===== src/rtl/stack_1r1w_pkg.sv =====
// Shared definitions for the 1R1W banked stack controller: default geometry
// and the controller state encoding.
package stack_1r1w_pkg;

    localparam int DEF_WIDTH      = 32;
    localparam int DEF_NUMADDR    = 1024;
    localparam int DEF_BITADDR    = 10;
    localparam int DEF_NUMWBNK    = 4;
    localparam int DEF_BITWBNK    = 2;
    localparam int DEF_NUMWROW    = 256;
    localparam int DEF_BITWROW    = 8;
    localparam int DEF_SRAM_DELAY = 2;
    localparam int DEF_FLOPOUT    = 0;

    typedef enum logic {
        ST_INIT = 1'b0,
        ST_RUN  = 1'b1
    } ctrl_state_t;

endpackage


===== src/rtl/bank_addr_map.sv =====
// Splits a logical address into a bank index and a row within that bank.
// Uses true mod/div so bank counts that are not a power of two still work.
module bank_addr_map
    import stack_1r1w_pkg::*;
#(
    parameter int BITADDR = DEF_BITADDR,
    parameter int NUMWBNK = DEF_NUMWBNK,
    parameter int BITWBNK = DEF_BITWBNK,
    parameter int BITWROW = DEF_BITWROW
) (
    input  logic [BITADDR-1:0] addr,
    output logic [BITWBNK-1:0] bank,
    output logic [BITWROW-1:0] row
);

    assign bank = BITWBNK'(addr % NUMWBNK);
    assign row  = BITWROW'(addr / NUMWBNK);

endmodule


===== src/rtl/stack_1r1w_bank_ctrl.sv =====
// Banked 1R1W memory controller: zero-fills every bank after reset, then
// steers one read and one write per cycle to the owning bank.
module stack_1r1w_bank_ctrl
    import stack_1r1w_pkg::*;
#(
    parameter int WIDTH      = DEF_WIDTH,
    parameter int NUMADDR    = DEF_NUMADDR,
    parameter int BITADDR    = DEF_BITADDR,
    parameter int NUMWBNK    = DEF_NUMWBNK,
    parameter int BITWBNK    = DEF_BITWBNK,
    parameter int NUMWROW    = DEF_NUMWROW,
    parameter int BITWROW    = DEF_BITWROW,
    parameter int SRAM_DELAY = DEF_SRAM_DELAY,
    parameter int FLOPOUT    = DEF_FLOPOUT
) (
    input  logic                       clk,
    input  logic                       rst,
    input  logic                       write,
    input  logic [BITADDR-1:0]         wr_adr,
    input  logic [WIDTH-1:0]           bw,
    input  logic [WIDTH-1:0]           din,
    input  logic                       read,
    input  logic [BITADDR-1:0]         rd_adr,
    output logic                       ready,
    output logic                       rd_vld,
    output logic [WIDTH-1:0]           rd_dout,
    output logic                       err,
    output logic [NUMWBNK-1:0]         mem_write,
    output logic [NUMWBNK*BITWROW-1:0] mem_wr_adr,
    output logic [NUMWBNK*WIDTH-1:0]   mem_bw,
    output logic [NUMWBNK*WIDTH-1:0]   mem_din,
    output logic [NUMWBNK-1:0]         mem_read,
    output logic [NUMWBNK*BITWROW-1:0] mem_rd_adr,
    input  logic [NUMWBNK*WIDTH-1:0]   mem_rd_dout
);

    localparam logic [BITADDR:0]   ADDR_LIMIT = (BITADDR+1)'(NUMADDR);
    localparam logic [BITWROW-1:0] LAST_ROW   = BITWROW'(NUMWROW - 1);

    ctrl_state_t        state, state_next;
    logic [BITWROW-1:0] init_row, init_row_next;

    logic [BITWBNK-1:0] wr_bank, rd_bank;
    logic [BITWROW-1:0] wr_row, rd_row;
    logic               running, wr_bad, rd_bad, wr_go, rd_go;

    bank_addr_map #(
        .BITADDR(BITADDR), .NUMWBNK(NUMWBNK), .BITWBNK(BITWBNK), .BITWROW(BITWROW)
    ) u_wr_map (
        .addr(wr_adr), .bank(wr_bank), .row(wr_row)
    );

    bank_addr_map #(
        .BITADDR(BITADDR), .NUMWBNK(NUMWBNK), .BITWBNK(BITWBNK), .BITWROW(BITWROW)
    ) u_rd_map (
        .addr(rd_adr), .bank(rd_bank), .row(rd_row)
    );

    always_ff @(posedge clk) begin
        if (rst) begin
            state    <= ST_INIT;
            init_row <= '0;
        end else begin
            state    <= state_next;
            init_row <= init_row_next;
        end
    end

    always_comb begin
        state_next    = state;
        init_row_next = init_row;
        if (state == ST_INIT) begin
            init_row_next = init_row + 1'b1;
            if (init_row == LAST_ROW) begin
                state_next = ST_RUN;
            end
        end
    end

    // Requests only count in RUN and never while reset is held.
    assign running = (state == ST_RUN) && !rst;
    assign wr_bad  = {1'b0, wr_adr} >= ADDR_LIMIT;
    assign rd_bad  = {1'b0, rd_adr} >= ADDR_LIMIT;
    assign wr_go   = running && write && !wr_bad;
    assign rd_go   = running && read && !rd_bad;
    assign err     = running && ((write && wr_bad) || (read && rd_bad));
    assign ready   = running;

    always_comb begin
        mem_write  = '0;
        mem_wr_adr = '0;
        mem_bw     = '0;
        mem_din    = '0;
        mem_read   = '0;
        mem_rd_adr = '0;
        if (!rst && state == ST_INIT) begin
            mem_write = '1;
            mem_bw    = '1;
            for (int b = 0; b < NUMWBNK; b++) begin
                mem_wr_adr[b*BITWROW +: BITWROW] = init_row;
            end
        end else begin
            if (wr_go) begin
                mem_write[wr_bank]                   = 1'b1;
                mem_wr_adr[wr_bank*BITWROW +: BITWROW] = wr_row;
                mem_bw[wr_bank*WIDTH +: WIDTH]       = bw;
                mem_din[wr_bank*WIDTH +: WIDTH]      = din;
            end
            if (rd_go) begin
                mem_read[rd_bank]                      = 1'b1;
                mem_rd_adr[rd_bank*BITWROW +: BITWROW] = rd_row;
            end
        end
    end

    // The bank tag travels with the valid so the returning slice can be picked.
    logic [SRAM_DELAY-1:0] vld_pipe;
    logic [BITWBNK-1:0]    bank_pipe [SRAM_DELAY];
    logic                  sram_vld;
    logic [BITWBNK-1:0]    sram_bank;
    logic [WIDTH-1:0]      sram_data;

    always_ff @(posedge clk) begin
        if (rst) begin
            vld_pipe <= '0;
        end else begin
            vld_pipe[0] <= rd_go;
            for (int i = 1; i < SRAM_DELAY; i++) begin
                vld_pipe[i] <= vld_pipe[i-1];
            end
        end
    end

    always_ff @(posedge clk) begin
        bank_pipe[0] <= rd_bank;
        for (int i = 1; i < SRAM_DELAY; i++) begin
            bank_pipe[i] <= bank_pipe[i-1];
        end
    end

    assign sram_vld  = vld_pipe[SRAM_DELAY-1] && !rst;
    assign sram_bank = bank_pipe[SRAM_DELAY-1];
    assign sram_data = sram_vld ? mem_rd_dout[sram_bank*WIDTH +: WIDTH] : '0;

    generate
        if (FLOPOUT != 0) begin : g_flopout
            always_ff @(posedge clk) begin
                if (rst) begin
                    rd_vld  <= 1'b0;
                    rd_dout <= '0;
                end else begin
                    rd_vld  <= sram_vld;
                    rd_dout <= sram_data;
                end
            end
        end else begin : g_direct
            assign rd_vld  = sram_vld;
            assign rd_dout = sram_data;
        end
    endgenerate

endmodule


===== config.mk =====
export PLATFORM = sky130hd
export DESIGN_NAME = stack_1r1w_bank_ctrl
export DESIGN_NICKNAME = d
export VERILOG_FILES = /design/src/rtl/stack_1r1w_pkg.sv /design/src/rtl/bank_addr_map.sv /design/src/rtl/stack_1r1w_bank_ctrl.sv
export SDC_FILE = /design/constraint.sdc
export NUM_CORES = 1
export LEC_CHECK = 0
export CAP_MARGIN = 20
export CORE_AREA = 3 3 226 228
export CTS_CLUSTER_DIAMETER = 60
export DETAILED_ROUTE_END_ITERATION = 10
export DIE_AREA = 0 0 229 231
export PLACE_DENSITY = 0.33
export SYNTH_ARGS = -nofsm -noshare
export SYNTH_HDL_FRONTEND = slang
export SYNTH_HIERARCHICAL = 1
export SYNTH_SLANG_ARGS = --single-unit

===== constraint.sdc =====
create_clock -name clk -period 6.15 [get_ports clk]
set_input_delay 0.9225 -clock clk [delete_from_list [all_inputs] [get_ports clk]]
set_output_delay 0.9225 -clock clk [all_outputs]
set_load 0.1 [all_outputs]

After elaboration in Yosys (flattened, before gate mapping)

Memory sizes are Yosys's and may differ from the RTL's.
Cells that the tools add are included.

Register bits: 11
Bits in latches: 0
Bits in writable memories: 4
ROM bits: 0
Output and inout bits: 363
Word-level logic and storage cells: 53
Memories kept: 1

Memory list:

| memory    | depth | width | rd ports | clocked after Yosys merged registers in | write ports | line                        | text |
|---|---|---|---|---|---|---|---|
| bank_pipe | 2     | 2     | 2        | 0                                       | 2           | stack_1r1w_bank_ctrl.sv:118 | `logic [BITWBNK-1:0] bank_pipe [SRAM_DELAY];` |

Add/subtract/negate cells: 4
Multipliers: 0
Divide/modulo/power cells: 0
$lt $le $gt $ge: 4
Equal/unequal tests: 1
Shift-type cells: 8
Multiplexer cells: 19
Bitwise logic cells: 5
Reduce and logical (&&, ||, !) cells: 8

Operator list:

| operator                  | count |
|---|---|
| $mux 128                  | 4 |
| $and 128x128->128         | 2 |
| $shiftx 32x34->128        | 2 |
| $mux 32                   | 5 |
| $shift 32x34->128 const A | 1 |
| $shiftx 128x8->32         | 1 |
| $neg 5->34                | 2 |
| $shift 8x34->32 const A   | 2 |
| $shiftx 8x34->32          | 2 |
| $and 32x32->32            | 2 |
| $neg 7->34                | 1 |
| $mux 4                    | 4 |
| $add 8x1->8 const B       | 1 |
| $eq 8x8->1 const B        | 1 |
| $logic_and 1x1->1         | 7 |
| $lt 2x3->1 const B        | 2 |
| $demux 1 s2               | 2 |
| $ge 2x1->1 const B        | 2 |
| $mux 1                    | 4 |
| $logic_not 1->1           | 1 |
| $not 1->1                 | 1 |

Depth between registers and ports, before layout

Gate-level depths: netlist of the first run.

Depth after elaboration: 6
Gate-level depth with buffers: 7

Modules after synthesis

Netlist of the first run, hierarchy kept.

Modules (own cells, without submodules):

| module               | times used | cells an instance | area an instance (um2) | seq. area each (um2) |
|---|---|---|---|---|
| stack_1r1w_bank_ctrl | 1          | 544               | 4335.4                 | 300.3 |
| bank_addr_map        | 2          | 10                | 75.1                   | 0.0 |

Worst setup path before layout of the first run

Ideal clock, no wire load.

Path kind: input to output
From: in wr_adr[0]
To: out mem_wr_adr[19]
Data arrival time: 3.076 ns
Required time: 5.227 ns
Setup slack: 2.151 ns
Cell stages on the path: 7
Path through: buf_4 -> inv_1 -> ha_1 -> nand3b_1 -> nor4b_4 -> buf_2 -> a22o_1

Cells in the longest elaborated chain, start to end: 5
Elaborated cells on any way between the ends: 6
Those cells by class: 1 x add/sub; 2 x shift; 2 x mux; 1 x bitwise

Ends and longest elaborated chain:

| item                                                       | line                        | text |
|---|---|---|
| from (decl)                                                | stack_1r1w_bank_ctrl.sv:19  | `input logic [BITADDR-1:0] wr_adr,` |
| $neg 5->34 *                                               | stack_1r1w_bank_ctrl.sv:105 | `mem_wr_adr[wr_bank*BITWROW +: BITWROW] = wr_row;` |
| $shiftx 8x34->32 / $shift 8x34->32 (equally long branches) | stack_1r1w_bank_ctrl.sv:105 |  |
| $and 32x32->32 (no source line) *                          | -                           |  |
| $mux 32 *                                                  | stack_1r1w_bank_ctrl.sv:103 | `if (wr_go) begin` |
| $mux 32 *                                                  | stack_1r1w_bank_ctrl.sv:96  | `if (!rst && state == ST_INIT) begin` |
| to (decl)                                                  | stack_1r1w_bank_ctrl.sv:29  | `output logic [NUMWBNK*BITWROW-1:0] mem_wr_adr,` |

Every way passes the cells marked *; elsewhere a longest branch is shown, timed or not.

Final worst setup path of the first run

From: in wr_adr[0]
To: out mem_din[78]

Cells in the longest elaborated chain, start to end: 5
Elaborated cells on any way between the ends: 6
Those cells by class: 1 x add/sub; 2 x shift; 2 x mux; 1 x bitwise

Ends and longest elaborated chain:

| item                                                           | line                        | text |
|---|---|---|
| $neg 7->34 *                                                   | stack_1r1w_bank_ctrl.sv:107 | `mem_din[wr_bank*WIDTH +: WIDTH] = din;` |
| $shiftx 32x34->128 / $shift 32x34->128 (equally long branches) | stack_1r1w_bank_ctrl.sv:107 |  |
| $and 128x128->128 (no source line) *                           | -                           |  |
| $mux 128 *                                                     | stack_1r1w_bank_ctrl.sv:103 |  |
| $mux 128 *                                                     | stack_1r1w_bank_ctrl.sv:96  |  |
| to (decl)                                                      | stack_1r1w_bank_ctrl.sv:31  | `output logic [NUMWBNK*WIDTH-1:0] mem_din,` |

Marks and branches as above.

==> flow_summary.yaml, run 1 <==
outcome:
  outcome: "complete, no violations"
clock_tree:
  cts_repair_resize_count: 0
  clkLatencyLatePin_ps: 250
  cts_num_sinks: 15
  numCtsBuffers: 3
  maximum_number_of_buffers_from_clock_root_to_sink: 2
  cts_tree: "built"
  cts_setup_buffers: 0
  htreeDepth: 1
  clkTransAtPathRegs_ps: 50
  hold_buffer_count_at_cts: 0
  root_buffer: "sky130_fd_sc_hd__clkbuf_16"
placed_design:
  placed_cell_area_um2: 10600
  place.detailed.hpwl_um: 28300
  pre_cts_setup_slack_ps: 1580
  port_buffers: 577
  place.gp.congestion: 0.772
synth:
  synth.top_cells.by_area: "sky130_fd_sc_hd__and2_1 (23%), sky130_fd_sc_hd__a21o_1 (22%), sky130_fd_sc_hd__mux4_2 (16%)"
  library_cell_with_the_highest_instance_count_after_synthesis: "sky130_fd_sc_hd__and2_1"
  postSynth.topFlopCell: "sky130_fd_sc_hd__dfxtp_1"
  yosysSeqAreaShare: 0.0669
  synth-seq-cells: 15
  postSynthAreaPerCell_um2: 7.95
  mappedNetlistArea_um2: 4490
  postSynthCellCount: 564
  synthDominantAreaCellType: "sky130_fd_sc_hd__and2_1"
  synth_commonest_cells: "sky130_fd_sc_hd__and2_1 (164), sky130_fd_sc_hd__a21o_1 (132), sky130_fd_sc_hd__clkbuf_1 (43)"
  synthesized_net_count: 793
  number_of_enable_type_register_cells_in_the_synthesized_netlist: 0
  yosys.area.top_type_share: 0.229
  yosysWarnings: 6
  synth_cell_types: 33
  async_reset_ff_frac: 0
timing:
  final-hold-violation-count: 0
  highest_achievable_clock_rate_mhz: 221
  count_of_endpoints_failing_setup_in_the_final_report: 0
  timing_max_transition_violations_final: 0
  hold_slack_ps: 324
  max_slew.worst_pin.slew_ps: 1030
  final_period_minus_worst_setup_slack_ps: 4520
  post-route-worst-setup-slack_ps: 1630
  finClkSkew_ps: 3.11
  grt_setup_unrepaired: "false"
  part_of_the_cycle_the_worst_path_needs: 0.735
  totalNegativeSetupSlack_ps: 0
  slew_headroom: 0.314
worst_setup_path:
  path_max_fanout: 43
  worst-r2r-setup-slack_ps: 4580
  crit_path_frequent_cell: "sky130_fd_sc_hd__buf_4"
  rr_startpoint: "state"
  cp.depth: 8
  timing.critical_path.buf_inv: 4
  critPathArrivalTime_ps: 3600
  timing_worst_setup_path_type: "input port to output pin"
  cp.required_ps: 5230
  max_stage_delay_ps: 700
  reg2reg_to: "init_row[7]"
  critical-path-slowest-cell: "sky130_fd_sc_hd__clkdlybuf4s50_1"
  cp_cell_sequence: "clkdlybuf4s50_1 -> inv_1 -> ha_1 -> nand3b_1 -> nor4b_4 -> buf_4 -> and2_1 -> buf_4"
  critPathCaptureType: "output pin"
  reg2reg_depth: 3
  worstSetupStartpointType: "input port"
  cp_top_family: "buffers and inverters"
routing:
  drtAntennaViolNets: 0
  drc_errors: 0
  viasPerCell: 3.63
  detail_route.first_pass.iterations: 4
  first_iter_violations: 192
  routedWlPerCell_um: 19.6
  wl_um: 34200
  num_vias: 6329
global_route:
  globalRouteTotalUtil: 0.121
  grt.overflow.total: 0
  grt_first_pass_wirelength_um: 48600
  largest_net_degree_at_the_start_of_global_routing: 73
  vias_in_the_first_global_route: 6604
  antenna_violations_before_repair: 2
floorplanning:
  die_y_um: 231
  std_cell_rows: 81
  floorplan.core_area_um2: 49100
  initial_utilization: 0.0914
  die_area_um2: 52900
  die_width_um: 229
  pin_count: 579
final_layout:
  area_growth_from_synthesis_to_layout_pct: 138
  fin_nets: 1308
  drive_gt1_frac: 0.380
  total_non_filler_cell_area_in_the_finished_layout_um2: 10700
power_and_ir_drop:
  p_total_uw: 1060
  leakage_component_of_the_power_uw: 0.00526
  peakVddDrop_mv: 0.0595
  powerDensity_nw_per_um2: 99.1
hold_path:
  timing.hold.worst.class: "flip-flop to flip-flop"
  whs_path_depth: 0
  timing.hold.worst_endpoint: "bank_pipe[0][2]"
  hp_start: "bank_pipe[0][0]"
job:
  maxCapViolCount: 0
[through the flow]
step | cells | utilization
floorplan | 564 | -
global placement | 1738 | 0.215
detailed placement | 1738 | 0.215
CTS | 1742 | 0.217
global route | 1743 | 0.217
finish | 1744 | 0.217
[routing by layer]
metal	wire [µm]	part of all wire	GRT usage	vias up
met5	0	0	0	-
met4	413	0.012	0.0196	0
met3	2330	0.068	0.0276	15
met2	18800	0.55	0.239	281
met1	12600	0.37	0.131	3058
li1	-	-	-	2975
[area by class of cell]
class	count	area [µm²]
clock buffer	3	75.1
timing repair buffer	592	5650
antenna	2	5.00
sequential	15	302
fill	5434	38400
tap	664	831
inverter	7	26.3
multi-input combinational	460	3770
clock inverter	1	5.00
[cells in the final DEF, fill, tap and decap left out]
cell	Yosys	routed
sky130_fd_sc_hd__a21o_1	132	132
sky130_fd_sc_hd__a21oi_1	7	7
sky130_fd_sc_hd__a22o_1	27	27
sky130_fd_sc_hd__a32o_1	1	1
sky130_fd_sc_hd__and2_1	164	164
sky130_fd_sc_hd__and3_1	4	4
sky130_fd_sc_hd__and3b_1	2	2
sky130_fd_sc_hd__buf_12	0	51
sky130_fd_sc_hd__buf_4	21	316
sky130_fd_sc_hd__clkbuf_16	0	3
sky130_fd_sc_hd__clkdlybuf4s50_1	0	225
sky130_fd_sc_hd__clkinv_2	0	1
sky130_fd_sc_hd__conb_1	1	1
sky130_fd_sc_hd__dfxtp_1	15	14
sky130_fd_sc_hd__dfxtp_2	0	1
sky130_fd_sc_hd__diode_2	0	2
sky130_fd_sc_hd__ha_1	13	13
sky130_fd_sc_hd__inv_1	7	7
sky130_fd_sc_hd__mux2i_1	1	1
sky130_fd_sc_hd__mux4_2	32	32
sky130_fd_sc_hd__nand2_1	5	5
sky130_fd_sc_hd__nand2b_1	2	2
sky130_fd_sc_hd__nand3_1	2	2
sky130_fd_sc_hd__nand3b_1	3	3
sky130_fd_sc_hd__nand4_1	1	1
sky130_fd_sc_hd__nand4b_1	3	3
sky130_fd_sc_hd__nor2_1	9	7
sky130_fd_sc_hd__nor2_4	0	2
sky130_fd_sc_hd__nor2b_1	34	34
sky130_fd_sc_hd__nor3b_1	3	3
sky130_fd_sc_hd__nor4_4	1	1
sky130_fd_sc_hd__nor4b_4	2	2
sky130_fd_sc_hd__o21ai_0	3	3
sky130_fd_sc_hd__o21ba_2	1	1
sky130_fd_sc_hd__or3_1	3	3
sky130_fd_sc_hd__xnor2_1	1	1
sky130_fd_sc_hd__xor2_1	3	3
[power breakdown]
part	switching [µW]	internal [µW]
logic	521	301
registers	4.05	100
clock network	43.0	87.0
[worst max path at each step]
stage / startpoint / to / slack (ps)
final: wr_adr[0] / mem_din[78] / 1630
after global routing: wr_adr[0] / mem_din[79] / 1410
after CTS: wr_adr[0] / mem_din[78] / 1570
after detailed placement: wr_adr[0] / mem_din[78] / 1580
after global placement: wr_adr[0] / mem_din[78] / 1550
after floorplan: wr_adr[0] / mem_wr_adr[19] / 2150
[registers in the layout (all words and copies together) (netlist names)]
name       count
bank_pipe      4
vld_pipe       2
state          1
init_row       8
[cells by family after synthesis]
family / after synthesis / synth area share
AO/OA/AOI/OAI: 171 / 0.289
flip-flops: 15 / 0.0669
XOR/XNOR: 4 / 0.00781
AND/OR/NAND/NOR: 238 / 0.339
buffers and inverters: 89 / 0.0968
other: 1 / 0.000836
adder cells (fa/ha/maj): 13 / 0.0363
multiplexers: 33 / 0.163
Note: power is estimated with default switching activity, not from simulation.
==> run 2: changes to the inputs <==
--- a/config.mk
+++ b/config.mk
@@ -6,11 +6,11 @@
 export NUM_CORES = 1
 export LEC_CHECK = 0
 export CAP_MARGIN = 20
-export CORE_AREA = 3 3 226 228
+export CORE_AREA = 3 3 222 224
 export CTS_CLUSTER_DIAMETER = 60
 export DETAILED_ROUTE_END_ITERATION = 10
-export DIE_AREA = 0 0 229 231
-export PLACE_DENSITY = 0.33
+export DIE_AREA = 0 0 225 227
+export PLACE_DENSITY = 0.34
 export SYNTH_ARGS = -nofsm -noshare
 export SYNTH_HDL_FRONTEND = slang
 export SYNTH_HIERARCHICAL = 1
==> constraint.sdc (replaced) <==
create_clock -name clk -period 4.35 [get_ports clk]
set_input_delay 0.6525 -clock clk [delete_from_list [all_inputs] [get_ports clk]]
set_output_delay 0.6525 -clock clk [all_outputs]
set_load 0.1 [all_outputs]
==> run 2 against run 1 <==
Core utilization is 8.7 points higher. Cell area is 36% higher. Clock power is 40% higher. Hold slack worse by 0.78 ps. Clock-buffer cell count unchanged. First-iteration DRC count is 8.3% higher. Via count grew 0.35%. Worst setup slack lost 930 ps. Clock skew is 0.68 ps higher. Critical endpoint is now mem_wr_adr[22]. Largest power group unchanged.
==> flow_summary.yaml, run 2 (synthesis results as in run 1) <==
timing:
  count_of_endpoints_failing_setup_in_the_final_report: 0
  finClkSkew_ps: 3.79
  post-route-worst-setup-slack_ps: 702
  max_slew.worst_pin.slew_ps: 762
  totalNegativeSetupSlack_ps: 0
  slew_headroom: 0.491
  part_of_the_cycle_the_worst_path_needs: 0.839
  final-hold-violation-count: 0
  final_period_minus_worst_setup_slack_ps: 3650
  grt_setup_unrepaired: "false"
  highest_achievable_clock_rate_mhz: 274
  timing_max_transition_violations_final: 0
routing:
  drc_errors: 0
  routedWlPerCell_um: 22.0
  drtAntennaViolNets: 0
  detail_route.first_pass.iterations: 4
  viasPerCell: 3.74
  wl_um: 37400
  num_vias: 6351
  first_iter_violations: 208
clock_tree:
  maximum_number_of_buffers_from_clock_root_to_sink: 2
  cts_setup_buffers: 0
  cts_repair_resize_count: 0
  clkTransAtPathRegs_ps: 50
  htreeDepth: 1
  clkLatencyLatePin_ps: 250
  hold_buffer_count_at_cts: 0
  root_buffer: "sky130_fd_sc_hd__clkbuf_16"
  numCtsBuffers: 3
  cts_num_sinks: 15
  cts_tree: "built"
placed_design:
  port_buffers: 577
  pre_cts_setup_slack_ps: 679
  place.detailed.hpwl_um: 31700
  place.gp.congestion: 0.734
final_layout:
  most-common-layout-cells: "sky130_fd_sc_hd__buf_12 (361), sky130_fd_sc_hd__clkdlybuf4s50_1 (215), sky130_fd_sc_hd__and2_1 (164), sky130_fd_sc_hd__a21o_1 (132), sky130_fd_sc_hd__nor2b_1 (34)"
  register_area_um2: 302
  max_ffs_per_register: 8
  fillCellCount: 4810
  multi_input_area_um2: 3770
  area_growth_from_synthesis_to_layout_pct: 223
  mostFrequentLayoutCell: "sky130_fd_sc_hd__buf_12"
  largest_register: "init_row"
  reg_top3: "init_row: 8 flops, bank_pipe: 4 flops, vld_pipe: 2 flops"
  antenna-diode-count: 0
  drive_gt1_frac: 0.392
  fin_nets: 1313
floorplanning:
  die_area_um2: 51100
  floorplan.core_area_um2: 47500
  std_cell_rows: 80
  die_width_um: 225
  pin_count: 579
  initial_utilization: 0.0943
  die_y_um: 227
power_and_ir_drop:
  powerDensity_nw_per_um2: 114
  peakVddDrop_mv: 0.0849
  leakage_component_of_the_power_uw: 0.00629
outcome:
  outcome: "complete, no violations"
global_route:
  grt.overflow.total: 0
  largest_net_degree_at_the_start_of_global_routing: 73
  antenna_violations_before_repair: 0
  grt_first_pass_wirelength_um: 52000
  vias_in_the_first_global_route: 6707
  globalRouteTotalUtil: 0.138
worst_setup_path:
  cp.required_ps: 3700
  worstSetupEndpoint: "mem_wr_adr[22]"
  worst_setup_path_startpoint: "wr_adr[1]"
  rr_startpoint: "state"
  critPathArrivalTime_ps: 3000
  critPathCaptureType: "output pin"
  path_max_fanout: 72
  worstSetupStartpointType: "input port"
  timing_worst_setup_path_type: "input port to output pin"
  reg2reg_to: "init_row[7]"
  worst-r2r-setup-slack_ps: 2820
  reg2reg_depth: 4
hold_path:
  timing.hold.worst.class: "flip-flop to flip-flop"
job:
  maxCapViolCount: 0
## run 2: worst min-delay path by stage
stage / start / to / slack (ps) / depth (start not counted)
floorplan: bank_pipe[0][0] / bank_pipe[0][2] / 310 / 0
global placement: bank_pipe[0][1] / bank_pipe[0][3] / 310 / 0
detailed placement: bank_pipe[0][0] / bank_pipe[0][2] / 310 / 0
CTS: bank_pipe[0][0] / bank_pipe[0][2] / 320 / 0
global route: bank_pipe[0][1] / bank_pipe[0][3] / 330 / 0
finish: bank_pipe[0][1] / bank_pipe[0][3] / 320 / 0
## run 2: metrics by stage
step / power [µW] / hold slack (ps) / instance area (µm²) / instances / util
finish: 1650 / 323 / 14500 / 1698 / 0.305
global route: 1710 / 327 / 14500 / 1698 / 0.305
CTS: 1670 / 325 / 14500 / 1698 / 0.305
detailed placement: 1490 / 313 / 14400 / 1694 / 0.303
global placement: 1480 / 313 / 14400 / 1694 / 0.303
floorplan: 868 / 310 / 4490 / 564 / -
## run 2: critical path, cell delays in order
cell	delay (ps)
sky130_fd_sc_hd__clkdlybuf4s50_1	530
sky130_fd_sc_hd__inv_1	110
sky130_fd_sc_hd__ha_1	420
sky130_fd_sc_hd__nand3b_1	150
sky130_fd_sc_hd__nor4b_4	280
sky130_fd_sc_hd__buf_12	300
sky130_fd_sc_hd__a22o_1	250
sky130_fd_sc_hd__buf_12	180
## run 2: final cells by class
cell class	count	area share
Clock buffer	3	0.00518
Clock inverter	1	0.000346
Inverter	7	0.00181
Multi-Input combinational cell	460	0.260
Sequential cell	15	0.0208
Tap cell	615	0.0531
Timing Repair Buffer	597	0.659
## run 2: power by group
part | leakage [µW] | internal (µW) | switching (µW)
logic | 0.00613 | 545 | 774
registers | 0.000123 | 142 | 7.40
clock network | 0.0000409 | 123 | 58.7
total | 0.00629 | 810 | 841
## run 2: metal layers
layer / track usage / up-vias / share of wire
li1: - / 2982 / -
met4: 0.0123 / 0 / 0.0039
met3: 0.0405 / 4 / 0.076
met1: 0.148 / 3100 / 0.35
met2: 0.275 / 265 / 0.57
met5: 0 / - / 0
==> run 3: changes to the inputs <==
--- a/config.mk
+++ b/config.mk
@@ -6,11 +6,11 @@
 export NUM_CORES = 1
 export LEC_CHECK = 0
 export CAP_MARGIN = 20
-export CORE_AREA = 3 3 222 224
+export CORE_AREA = 3 3 224 226
 export CTS_CLUSTER_DIAMETER = 60
 export DETAILED_ROUTE_END_ITERATION = 10
-export DIE_AREA = 0 0 225 227
-export PLACE_DENSITY = 0.34
+export DIE_AREA = 0 0 227 229
+export PLACE_DENSITY = 0.35
 export SYNTH_ARGS = -nofsm -noshare
 export SYNTH_HDL_FRONTEND = slang
 export SYNTH_HIERARCHICAL = 1
==> constraint.sdc (replaced) <==
create_clock -name clk -period 2.9 [get_ports clk]
set_input_delay 0.435 -clock clk [delete_from_list [all_inputs] [get_ports clk]]
set_output_delay 0.435 -clock clk [all_outputs]
set_load 0.1 [all_outputs]
==> run 3 against run 2 <==
Cell area is 6.1% higher. Register-to-register slack lost 1500 ps. Combinational power rose by 53%. Routed wire length down 0.59%. Total power rose by 53%. Clock skew increased by 1.1 ps. Critical endpoint is now mem_din[93]. Sequential power increased by 50%. Worst setup slack worse by 570 ps. First-iteration DRC count down 17%. Non-clock buffer count rose by 44. Core utilization is 1.2 points higher.
==> flow_summary.yaml, run 3 (synthesis results as in run 1) <==
floorplanning:
  die_area_um2: 52000
  pin_count: 579
  die_y_um: 229
  initial_utilization: 0.0924
  die_width_um: 227
  std_cell_rows: 81
  floorplan.core_area_um2: 48500
final_layout:
  max_ffs_per_register: 8
  largest_register: "init_row"
  total_non_filler_cell_area_in_the_finished_layout_um2: 15400
  drive_gt1_frac: 0.570
  mostFrequentLayoutCell: "sky130_fd_sc_hd__buf_12"
  reg_top3: "init_row: 8 flops, bank_pipe: 4 flops, vld_pipe: 2 flops"
  fin_nets: 1357
  finished_core_util: 0.317
  most-common-layout-cells: "sky130_fd_sc_hd__buf_12 (384), sky130_fd_sc_hd__clkdlybuf4s50_1 (212), sky130_fd_sc_hd__and2_2 (96), sky130_fd_sc_hd__a21o_1 (81), sky130_fd_sc_hd__and2_1 (68)"
  area_growth_from_synthesis_to_layout_pct: 243
placed_design:
  pre_cts_setup_slack_ps: -193
  place.detailed.hpwl_um: 32200
  placed_cell_area_um2: 15200
  place.gp.congestion: 0.760
  port_buffers: 577
routing:
  drc_errors: 0
  routed-wl-met3_um: 2940
  detail_route.first_pass.iterations: 4
  wl_um: 37200
  routedWlPerCell_um: 21.3
  route.top_layer_used: "met5"
  drtAntennaViolNets: 0
  viasPerCell: 3.74
  first_iter_violations: 172
  detail_route.wirelength.met1_um: 13000
  num_vias: 6538
  met2_wirelength_um: 20900
power_and_ir_drop:
  leakage_component_of_the_power_uw: 0.00665
  clock_power_frac: 0.109
  peakVddDrop_mv: 0.129
  powerDensity_nw_per_um2: 164
  netSwitchingFraction: 0.504
  net-switching-power_uw: 1270
  seq_power_share: 0.088
  pwr-share-comb: 0.803
  power.internal_uw: 1250
global_route:
  largest_net_degree_at_the_start_of_global_routing: 46
  globalRouteTotalUtil: 0.138
  antenna_violations_before_repair: 4
  grt_first_pass_wirelength_um: 53100
  vias_in_the_first_global_route: 7173
  grt.overflow.total: 0
clock_tree:
  hold_buffer_count_at_cts: 0
  clkLatencyLatePin_ps: 250
  clkTransAtPathRegs_ps: 50
  root_buffer: "sky130_fd_sc_hd__clkbuf_16"
  cts_tree: "built"
  numCtsBuffers: 3
  cts_num_sinks: 15
  htreeDepth: 1
  maximum_number_of_buffers_from_clock_root_to_sink: 2
timing:
  highest_achievable_clock_rate_mhz: 361
  post-route-worst-setup-slack_ps: 130
  grt_setup_unrepaired: "false"
  final-hold-violation-count: 0
  timing_max_transition_violations_final: 0
  finClkSkew_ps: 4.86
  count_of_endpoints_failing_setup_in_the_final_report: 0
  part_of_the_cycle_the_worst_path_needs: 0.955
  final_period_minus_worst_setup_slack_ps: 2770
  hold_slack_ps: 323
worst_setup_path:
  critPathCaptureType: "output pin"
  reg2reg_to: "init_row[5]"
  timing_worst_setup_path_type: "input port to output pin"
  worst-r2r-setup-slack_ps: 1360
  rr_startpoint: "state"
  reg2reg_depth: 4
  critPathArrivalTime_ps: 2330
  path_max_fanout: 10
  worstSetupStartpointType: "input port"
  cp.required_ps: 2470
hold_path:
  hp_start: "bank_pipe[0][1]"
  whs_path_depth: 0
  timing.hold.worst.class: "flip-flop to flip-flop"
  timing.hold.worst_endpoint: "bank_pipe[0][3]"
outcome:
  outcome: "complete, no violations"
job:
  maxCapViolCount: 0
[run 3: changes by cell type in the layout (fill, tap and decap cells not counted), sizes merged]
cell / change
clkdlybuf4s50: -3
buf: +43
bufbuf: +1
dlymetal6s2s: +1
diode: +1
dlygate4sd2: +2
[run 3: stage by stage]
step / TNS, ps / cells / total power (µW)
final: 0 / 1750 / 2520
after global routing: 0 / 1750 / 2610
after CTS: 0 / 1749 / 2560
after detailed placement: -24200 / 1740 / 2270
after global placement: -30380 / 1740 / 2270
after floorplan: 0 / 564 / 1310
[run 3: worst max-delay path by stage]
stage | cells past startpoint | from | slack [ps] | to
final | 9 | wr_adr[0] | 130 | mem_din[93]
after global routing | 9 | wr_adr[0] | 30 | mem_din[93]
after CTS | 7 | rst | 30 | mem_din[93]
after detailed placement | 9 | wr_adr[0] | -190 | mem_wr_adr[16]
after global placement | 9 | wr_adr[0] | -220 | mem_wr_adr[23]
after floorplan | 7 | wr_adr[0] | 1 | mem_din[34]
[run 3: cell type report]
type,count,area (µm²)
fillers,4903,33200
repair buffers,641,10200
multi-input cells,460,4000
well taps,622,778
flip-flops and latches,15,302
clock buffers,3,75.1
inverters,7,26.3
clock inverters,1,5.00
diodes,1,2.50
[run 3: critical path: stages]
cell                            delay [ps]
sky130_fd_sc_hd__dlygate4sd2_1         270
sky130_fd_sc_hd__inv_2                  80
sky130_fd_sc_hd__ha_4                  300
sky130_fd_sc_hd__nand3b_1              120
sky130_fd_sc_hd__nor4b_4               350
sky130_fd_sc_hd__buf_12                170
sky130_fd_sc_hd__bufbuf_16             260
sky130_fd_sc_hd__and2_2                170
sky130_fd_sc_hd__buf_12                170
[run 3: timing repair]
action                     4_1_cts  5_1_grt
gates cloned                     1        0
setup endpoints to repair      283      122
resized for setup                9        1
buffers inserted                 4        0
pin swaps                        3        1
[run 3: power by group through the flow]
stage                     registers (µW)  clock network, µW  logic (µW)
after floorplan                      223                  0        1090
after global placement               227                  0        2040
after detailed placement             227                  0        2040
after CTS                            223                284        2050
after global routing                 224                295        2090
final                                223                275        2020
[run 3: per-layer routing]
layer,up-vias,track usage
met4,4,0.0163
li1,3078,-
met2,275,0.273
met1,3169,0.146
met3,12,0.0388
met5,-,0
